==> src/rtl/inst_mem_pipe.sv <==
// Purpose : fetch-stage instruction memory with a registered (synchronous) read,
//           a valid/ready request port and a 2-entry response FIFO. Supports
//           wrap-around or out-of-range faulting, misaligned-fetch flagging,
//           a program-load write port and a redirect flush.
// Ports   : clk, rst (async, active-high)
//           req_valid/req_ready/req_addr            - fetch request (byte PC)
//           rsp_valid/rsp_ready/rsp_data/rsp_addr/rsp_fault - FIFO head
//           wr_en/wr_addr/wr_data                   - program-load write
//           flush                                   - drop all buffered responses
module inst_mem_pipe #(
  parameter int unsigned DEPTH     = 32,
  parameter bit          WRAP_MODE = 1'b1,
  parameter logic [31:0] NOP_WORD  = 32'h0000_0013
) (
  input  logic        clk,
  input  logic        rst,
  input  logic        req_valid,
  output logic        req_ready,
  input  logic [31:0] req_addr,
  output logic        rsp_valid,
  input  logic        rsp_ready,
  output logic [31:0] rsp_data,
  output logic [31:0] rsp_addr,
  output logic [1:0]  rsp_fault,
  input  logic        wr_en,
  input  logic [31:0] wr_addr,
  input  logic [31:0] wr_data,
  input  logic        flush
);

  localparam int unsigned AW = (DEPTH > 1) ? $clog2(DEPTH) : 1;

  localparam logic [1:0] FAULT_OK  = 2'b00;
  localparam logic [1:0] FAULT_MIS = 2'b01;
  localparam logic [1:0] FAULT_OOR = 2'b10;

  // Storage array: no reset, loaded through the write port.
  logic [31:0] mem_q [DEPTH];

  logic [AW-1:0] rd_idx_c;
  logic [AW-1:0] wr_idx_c;
  logic          mis_c;
  logic          oor_c;
  logic [1:0]    fetch_fault_c;
  logic [31:0]   fetch_data_c;
  logic          push_c;
  logic          pop_c;
  logic          unused_wr_c;

  // Response FIFO state.
  logic [31:0] buf_data_q  [2];
  logic [31:0] buf_data_d  [2];
  logic [31:0] buf_addr_q  [2];
  logic [31:0] buf_addr_d  [2];
  logic [1:0]  buf_fault_q [2];
  logic [1:0]  buf_fault_d [2];
  logic        wr_ptr_q, wr_ptr_d;
  logic        rd_ptr_q, rd_ptr_d;
  logic [1:0]  count_q,  count_d;

  assign rd_idx_c = req_addr[AW+1:2];
  assign wr_idx_c = wr_addr[AW+1:2];

  // Write byte-offset and high bits are ignored; writes always wrap.
  assign unused_wr_c = ^wr_addr;

  // Fault classification and fetched word; misaligned outranks out-of-range.
  always_comb begin
    mis_c         = (req_addr[1:0] != 2'b00);
    oor_c         = !WRAP_MODE && ((req_addr >> (AW + 2)) != 32'd0);
    fetch_fault_c = FAULT_OK;
    if (mis_c) begin
      fetch_fault_c = FAULT_MIS;
    end else if (oor_c) begin
      fetch_fault_c = FAULT_OOR;
    end
    // Asynchronous array read captured at the accept edge gives
    // read-before-write on a same-index collision.
    fetch_data_c = (fetch_fault_c == FAULT_OK) ? mem_q[rd_idx_c] : NOP_WORD;
  end

  // Program-load write port; unaffected by flush and reset.
  always_ff @(posedge clk) begin
    if (wr_en) begin
      mem_q[wr_idx_c] <= wr_data;
    end
  end

  // Handshake depends only on registered state and reset.
  assign req_ready = !rst && (count_q < 2'd2);
  assign rsp_valid = (count_q != 2'd0);
  assign push_c    = req_valid && req_ready;
  assign pop_c     = rsp_valid && rsp_ready;

  // FIFO next state; flush overrides both push and pop.
  always_comb begin
    buf_data_d  = buf_data_q;
    buf_addr_d  = buf_addr_q;
    buf_fault_d = buf_fault_q;
    wr_ptr_d    = wr_ptr_q;
    rd_ptr_d    = rd_ptr_q;
    count_d     = count_q;
    if (flush) begin
      wr_ptr_d = 1'b0;
      rd_ptr_d = 1'b0;
      count_d  = 2'd0;
    end else begin
      if (push_c) begin
        buf_data_d[wr_ptr_q]  = fetch_data_c;
        buf_addr_d[wr_ptr_q]  = req_addr;
        buf_fault_d[wr_ptr_q] = fetch_fault_c;
        wr_ptr_d              = ~wr_ptr_q;
      end
      if (pop_c) begin
        rd_ptr_d = ~rd_ptr_q;
      end
      case ({push_c, pop_c})
        2'b10:   count_d = count_q + 2'd1;
        2'b01:   count_d = count_q - 2'd1;
        default: count_d = count_q;
      endcase
    end
  end

  // FIFO registers.
  always_ff @(posedge clk or posedge rst) begin
    if (rst) begin
      for (int i = 0; i < 2; i++) begin
        buf_data_q[i]  <= 32'd0;
        buf_addr_q[i]  <= 32'd0;
        buf_fault_q[i] <= FAULT_OK;
      end
      wr_ptr_q <= 1'b0;
      rd_ptr_q <= 1'b0;
      count_q  <= 2'd0;
    end else begin
      buf_data_q  <= buf_data_d;
      buf_addr_q  <= buf_addr_d;
      buf_fault_q <= buf_fault_d;
      wr_ptr_q    <= wr_ptr_d;
      rd_ptr_q    <= rd_ptr_d;
      count_q     <= count_d;
    end
  end

  // Response outputs present the FIFO head entry.
  assign rsp_data  = buf_data_q[rd_ptr_q];
  assign rsp_addr  = buf_addr_q[rd_ptr_q];
  assign rsp_fault = buf_fault_q[rd_ptr_q];

endmodule

==> config.mk <==
export PLATFORM = sky130hd
export DESIGN_NAME = inst_mem_pipe
export DESIGN_NICKNAME = d
export VERILOG_FILES = /design/src/rtl/inst_mem_pipe.sv
export SDC_FILE = /design/constraint.sdc
export NUM_CORES = 1
export LEC_CHECK = 0
export BUFFER_PORTS_ARGS = -buffer_cell sky130_fd_sc_hd__buf_2
export CAP_MARGIN = 20
export CELL_PAD_IN_SITES_DETAIL_PLACEMENT = 0
export CELL_PAD_IN_SITES_GLOBAL_PLACEMENT = 1
export CORE_MARGIN = 2
export CORE_UTILIZATION = 35
export DETAILED_ROUTE_END_ITERATION = 16
export GPL_TIMING_DRIVEN = 0
export MAX_ROUTING_LAYER = met4
export PLACE_DENSITY_LB_ADDON = 0.2
export SYNTH_ARGS = -nofsm -noshare
export SYNTH_HDL_FRONTEND = slang
export SYNTH_SLANG_ARGS = --single-unit
==> constraint.sdc <==
create_clock -name clk -period 3.7 [get_ports clk]
set_clock_uncertainty 0.2 [all_clocks]
set_input_delay 0.185 -clock clk [delete_from_list [all_inputs] [get_ports clk]]
set_output_delay 0.185 -clock clk [all_outputs]
set_load 0.05 [all_outputs]
==> impl_metrics.ini, run 1 <==
[run_status]
status = finished clean

[critical_path]
critPathMostFrequentCell = clkbuf_1
cp_max_fo = 10
worstPathArrival_ps = 2950
critPathBufInv = 3
crit_type = reg -> out
start_kind = flip-flop
cpLargestDelayFamily = buffers and inverters
cpPeakStageDelay_ps = 610
slowest_stage = clkbuf_1
path_cells = clkbuf_1 > clkbuf_1 > mux2_2 > buf_2
r2r_start = count_q[1]$_DFFE_PP0P_
cp.required_ps = 3310
end_kind = output pin
crit_start = rd_ptr_q$_DFFE_PP0P_

[clocking]
cts_tree = done
htree_levels = 4
worstSkewPairLatency_ps = 730
clock_sinks = 1158
cts.clk_slew.worst_paths_ps = 50
cts_setup_buffers = 0
numCtsBuffers = 130
clk_path_buf_depth = 3
cts_root_buf = clkbuf_16

[sta]
rsz0062_at_grt = false
worst_slew_pin_slew_ps = 1070
relSlewSlack_pct = 28.6
fmax_mhz = 300
hold_viol_final = 0
finalMaxSlewViolations = 0
finalSetupViolations = 0
timing.final.ws_setup_ps = 368
fin_crit_sh_pct = 90.0
layout_min_cycle_time_ps = 3330

[routing]
wl_per_cell_um = 25.6
drtAntennaViolNets = 0
first_pass_iters = 5
vias = 22400
drt_iter0_drc = 1857
viasPerCell = 5.10
route.detailed.drc = 0
drt_wl_total_um = 113000

[die]
ios = 170
dieArea_mm2 = 0.130
rows = 130
core_area_mm2 = 0.126
die_h_um = 361
die-width_um = 361
initial_core_util_pct = 35.3

[power_and_ir_drop]
power_frac_comb_pct = 8.3
p_sw_share_pct = 23.3
p_seq_share_pct = 50.0
vdd_drop_max_mv = 0.362
power_leakage_uw = 0.0180
clockPowerShare_pct = 41.6
power_density_mw_per_mm2 = 556
switchingPower_uw = 6900
intPower_uw = 22700

[yosys]
synthCells = 2243
synth-seq-cells = 1158
synth_warnings = 0
ys_types = 37
syn_avg_cell_area_um2 = 19.8
ys_seq_area_share_pct = 76.6
synth_area_mm2 = 0.0445
synth_nets = 2345

[final_layout]
syn_to_final_growth_pct = 19.6
layout_common_cells = edfxtp_1 (1024), nand2_1 (290), mux4_2 (249), buf_2 (179), dfrtp_1 (134)
nNetsFinal = 2742
fill_cells = 11100
design_area_mm2 = 0.0532
drive_gt1_share_pct = 29.0
final_util_pct = 42.3
final_common_cell = edfxtp_1

[place]
gp_congestion = 0.774
place_area_mm2 = 0.0482
io_buffers = 136
dp_hpwl_um = 76700
dp_slack_ps = 245

[grt]
grt_remaining_overflow = 0
grt.total_usage_pct = 18.0
first_global_vias = 23900
antenna_found_initial = 9
grt_max_degree = 45
grt_pass1_wl_um = 165000

[run]
cap_violations = 0

[worst_hold_path]
hp-class = in -> async
[tightest hold or removal path: stages]
cell and delay (ps):
dlygate4sd3_1 530, buf_2 150, clkinvlp_4 600
[Yosys cell counts (all sizes together)]
master / n / area share (%)
edfxtp: 1024 / 69
nand2: 290 / 2.4
mux4: 250 / 13
dfrtp: 134 / 7.5
buf: 81 / 1.2
o22ai: 81 / 1.1
mux2: 70 / 1.8
o21ai: 69 / 0.88
nor2: 55 / 0.46
clkbuf: 45 / 0.38
mux2i: 45 / 1.0
nor3: 30 / 0.34
a221oi: 12 / 0.24
a31oi: 9 / 0.13
nand3b: 7 / 0.12
nand3: 6 / 0.067
or3: 5 / 0.070
or3b: 5 / 0.10
inv: 4 / 0.034
a211o: 3 / 0.059
a21oi: 3 / 0.034
a31o: 3 / 0.059
nand4: 3 / 0.042
xor2: 3 / 0.059
and2: 2 / 0.028
nor2b: 2 / 0.028
conb: 1 / 0.0084
or2: 1 / 0.014
[final cells by class]
class	instances	area, um^2	area share (%)
Inverter	4	18.8	0.0353
Clock buffer	172	3520	6.62
Sequential cell	1158	34100	64.1
Timing Repair Buffer	265	2330	4.37
Clock inverter	64	553	1.04
Antenna cell	4	10.0	0.0188
Multi-Input combinational cell	955	9920	18.6
Tap cell	1650	2060	3.88
Buffer	126	699	1.31
[sequential cells by signal (all words and copies together), names as in the netlist]
name         cells
wr_ptr_q         1
mem_q         1024
count_q          2
buf_data_q      64
buf_fault_q      2
rd_ptr_q         1
buf_addr_q      64
[through the flow]
step | hold WS, ps | cells | TNS, ps | power, uW
5_1_grt | 36.2 | 4398 | 0 | 30700
6_report | 31.2 | 4398 | 0 | 29600
2_1_floorplan | 83.9 | 2243 | 0 | 16600
3_3_place_gp | 192 | 4029 | -732530 | 17400
3_5_place_dp | 195 | 4065 | 0 | 17500
4_1_cts | 2.46 | 4394 | 0 | 29900
[kinds of logic (layout without fill, tap and decap cells)]
family / after synthesis / after routing / share of synthesized area, %
compound gates: 180 / 180 / 2.53
other cells: 1 / 5 / 0.00843
xor+xnor: 3 / 3 / 0.0591
buf+inv: 130 / 631 / 1.61
mux: 365 / 365 / 15.4
flops: 1158 / 1158 / 76.6
simple gates: 406 / 406 / 3.72
[path summary, 6_finish.rpt]
check	to	slack (ps)	cells past startpoint
worst min register to register	buf_addr_q[40]$_DFFE_PP0P_	270	2
worst max register to register	buf_addr_q[48]$_DFFE_PP0P_	430	8
min in group clk	buf_addr_q[24]$_DFFE_PP0P_	50	4
max in group asynchronous	buf_addr_q[42]$_DFFE_PP0P_	2410	5
worst max-delay path	rsp_addr[2]	370	4
worst min-delay path	rd_ptr_q$_DFFE_PP0P_	30	3
[timing repair]
item / CTS / global route
endpoints found under the setup margin: 0 / 0
endpoints found under the hold margin: 1238 / 0
gates resized for setup: 0 / 0
hold buffers: 93 / 0
[power by group through the flow]
| stage | Clock (uW) | Combinational, uW | Sequential [uW] |
|---|---|---|---|
| 5_1_grt | 13100 | 2660 | 14900 |
| 6_report | 12300 | 2460 | 14800 |
| 2_1_floorplan | 0 | 1560 | 15000 |
| 3_3_place_gp | 0 | 2330 | 15100 |
| 4_1_cts | 12600 | 2510 | 14800 |
| 3_5_place_dp | 0 | 2420 | 15100 |
[metal layers]
layer  wire (um)  GRT usage [%]  vias to the layer above
li1            -              -                     9847
met1       49000           23.8                    11800
met2       54800           28.7                      635
met3        6540           3.55                      160
met4        2440           4.82                        0
met5           0              -                        -
No activity file was read; power rests on OpenSTA's default activity.
==> run 2, diff against run 1 <==
Settings changed: CORE_UTILIZATION 35 to 25.
==> run 2 against run 1 <==
Effect of this change: hold slack improved by 59 ps; die area up 40%; global-route usage fell by 3.9 points; register-to-register slack improved by 540 ps; design area increased by 2.2%; utilization decreased by 11 points; flip-flop and latch count stayed put; clock-buffer cell count fell by 3; largest power group unchanged; highest routed layer unchanged.
==> impl_metrics.ini, run 2 (same netlist as run 1, synthesis figures left out) <==
[final_layout]
top_register = mem_q
nNetsFinal = 2751
final_common_cell = edfxtp_1
reg.largest.list = mem_q: 1024 flops, buf_addr_q: 64 flops, buf_data_q: 64 flops
final_util_pct = 30.8
largest_register_ffs = 1024
fill_cells = 17200
drive_gt1_share_pct = 29.3
syn_to_final_growth_pct = 22.3
layout_common_cells = edfxtp_1 (1024), nand2_1 (290), mux4_2 (249), buf_2 (180)

[sta]
timing.final.ws_setup_ps = 334
hold_viol_final = 0
fmax_mhz = 297
rsz0062_at_grt = false
finalMaxSlewViolations = 0
layout_min_cycle_time_ps = 3370
tns_ps = 0
fin_crit_sh_pct = 91.0
worst_slew_pin_slew_ps = 1010
holdWs_ps = 90.3
relSlewSlack_pct = 32.5
finalSetupViolations = 0

[grt]
grt.total_usage_pct = 14.1
grt_max_degree = 39
grt_pass1_wl_um = 177000
antenna_found_initial = 17
first_global_vias = 24200
grt_remaining_overflow = 0

[place]
gp_congestion = 0.772
dp_hpwl_um = 85100
dp_slack_ps = -237
io_buffers = 136

[routing]
wl_per_cell_um = 24.3
drt_iter0_drc = 1816
drt_wl_total_um = 124000
viasPerCell = 4.44
route.detailed.drc = 0
vias = 22700
first_pass_iters = 5
drtAntennaViolNets = 0

[critical_path]
cp.required_ps = 4170
crit_type = in -> reg
end_kind = flip-flop
start_kind = input pin
worstPathArrival_ps = 3830
cp_max_fo = 10

[clocking]
cts_tree = done
cts_root_buf = clkbuf_16
clk_path_buf_depth = 3
cts.repair.resized = 0
numCtsBuffers = 133
worstSkewPairLatency_ps = 750
clock_sinks = 1158
cts.clk_slew.worst_paths_ps = 60
htree_levels = 4

[die]
dieArea_mm2 = 0.181
die_h_um = 426
core_area_mm2 = 0.176
ios = 170
initial_core_util_pct = 25.2
die-width_um = 426
rows = 154

[power_and_ir_drop]
power_leakage_uw = 0.0181
intPower_uw = 23000
vdd_drop_max_mv = 0.431
p_seq_share_pct = 49.1
switchingPower_uw = 7190
clockPowerShare_pct = 42.5
power_frac_comb_pct = 8.4
power_density_mw_per_mm2 = 554
p_sw_share_pct = 23.8

[run_status]
status = finished clean

[worst_hold_path]
hp-class = in -> reg

[run]
cap_violations = 0
run 2: final timing paths:
path | slack [ps] | cells after the start | from | end
worst max-delay path | 330 | 10 | req_addr[2] | buf_data_q[3]$_DFFE_PP0P_
worst min-delay path | 90 | 3 | wr_addr[6] | mem_q[17][30]$_DFFE_PP_
worst max register to register | 970 | 7 | count_q[1]$_DFFE_PP0P_ | buf_addr_q[38]$_DFFE_PP0P_
worst min register to register | 270 | 2 | buf_addr_q[41]$_DFFE_PP0P_ | buf_addr_q[41]$_DFFE_PP0P_
max in group asynchronous | 2130 | 5 | rst | buf_addr_q[49]$_DFFE_PP0P_
min in group asynchronous | 530 | 4 | rst | buf_addr_q[27]$_DFFE_PP0P_
run 2: layout make-up:
| type | instances | area (um^2) | share of cell area (%) |
|---|---|---|---|
| antenna | 12 | 30.0 | 0.0552 |
| buffer | 126 | 699 | 1.29 |
| clock buffer | 169 | 3510 | 6.46 |
| clock inverter | 71 | 744 | 1.37 |
| inverter | 4 | 18.8 | 0.0345 |
| multi-input combinational | 955 | 9920 | 18.2 |
| sequential | 1158 | 34100 | 62.7 |
| tap | 2340 | 2930 | 5.38 |
| timing repair buffer | 271 | 2440 | 4.49 |
run 2: power by group through the flow:
stage          Combinational, uW  Clock [uW]  Sequential (uW)
4_1_cts                     2580       13200            14800
5_1_grt                     2730       13700            14900
3_5_place_dp                2490           0            15100
6_report                    2530       12800            14800
2_1_floorplan               1560           0            15000
3_3_place_gp                2400           0            15100
run 2: per-stage QoR:
stage / cells / instance area [um^2] / power, uW
6_report: 5106 / 54400 / 30200
5_1_grt: 5105 / 54400 / 31200
4_1_cts: 5093 / 54400 / 30600
3_5_place_dp: 4759 / 49200 / 17600
3_3_place_gp: 4719 / 48100 / 17500
2_1_floorplan: 2243 / 44500 / 16600
run 2: layer usage:
layer,up-vias,track usage [%],wire (um)
met3,146,2.57,5420
met2,520,23.1,60700
met1,12100,18.3,55800
met5,-,-,0
li1,9897,-,-
met4,0,3.19,1960
run 2: critical path: stages:
cell and delay [ps]:
dlygate4sd3_1 550, buf_6 150, buf_6 210, buf_4 330
nand3b_1 180, clkbuf_1 650, o22ai_1 350, nor3_1 760
nand2_1 250, o21ai_1 190
run 2: what timing repair did:
item	CTS	global route
setup buffers	0	0
hold buffers	94	0
hold endpoints to repair	1307	0
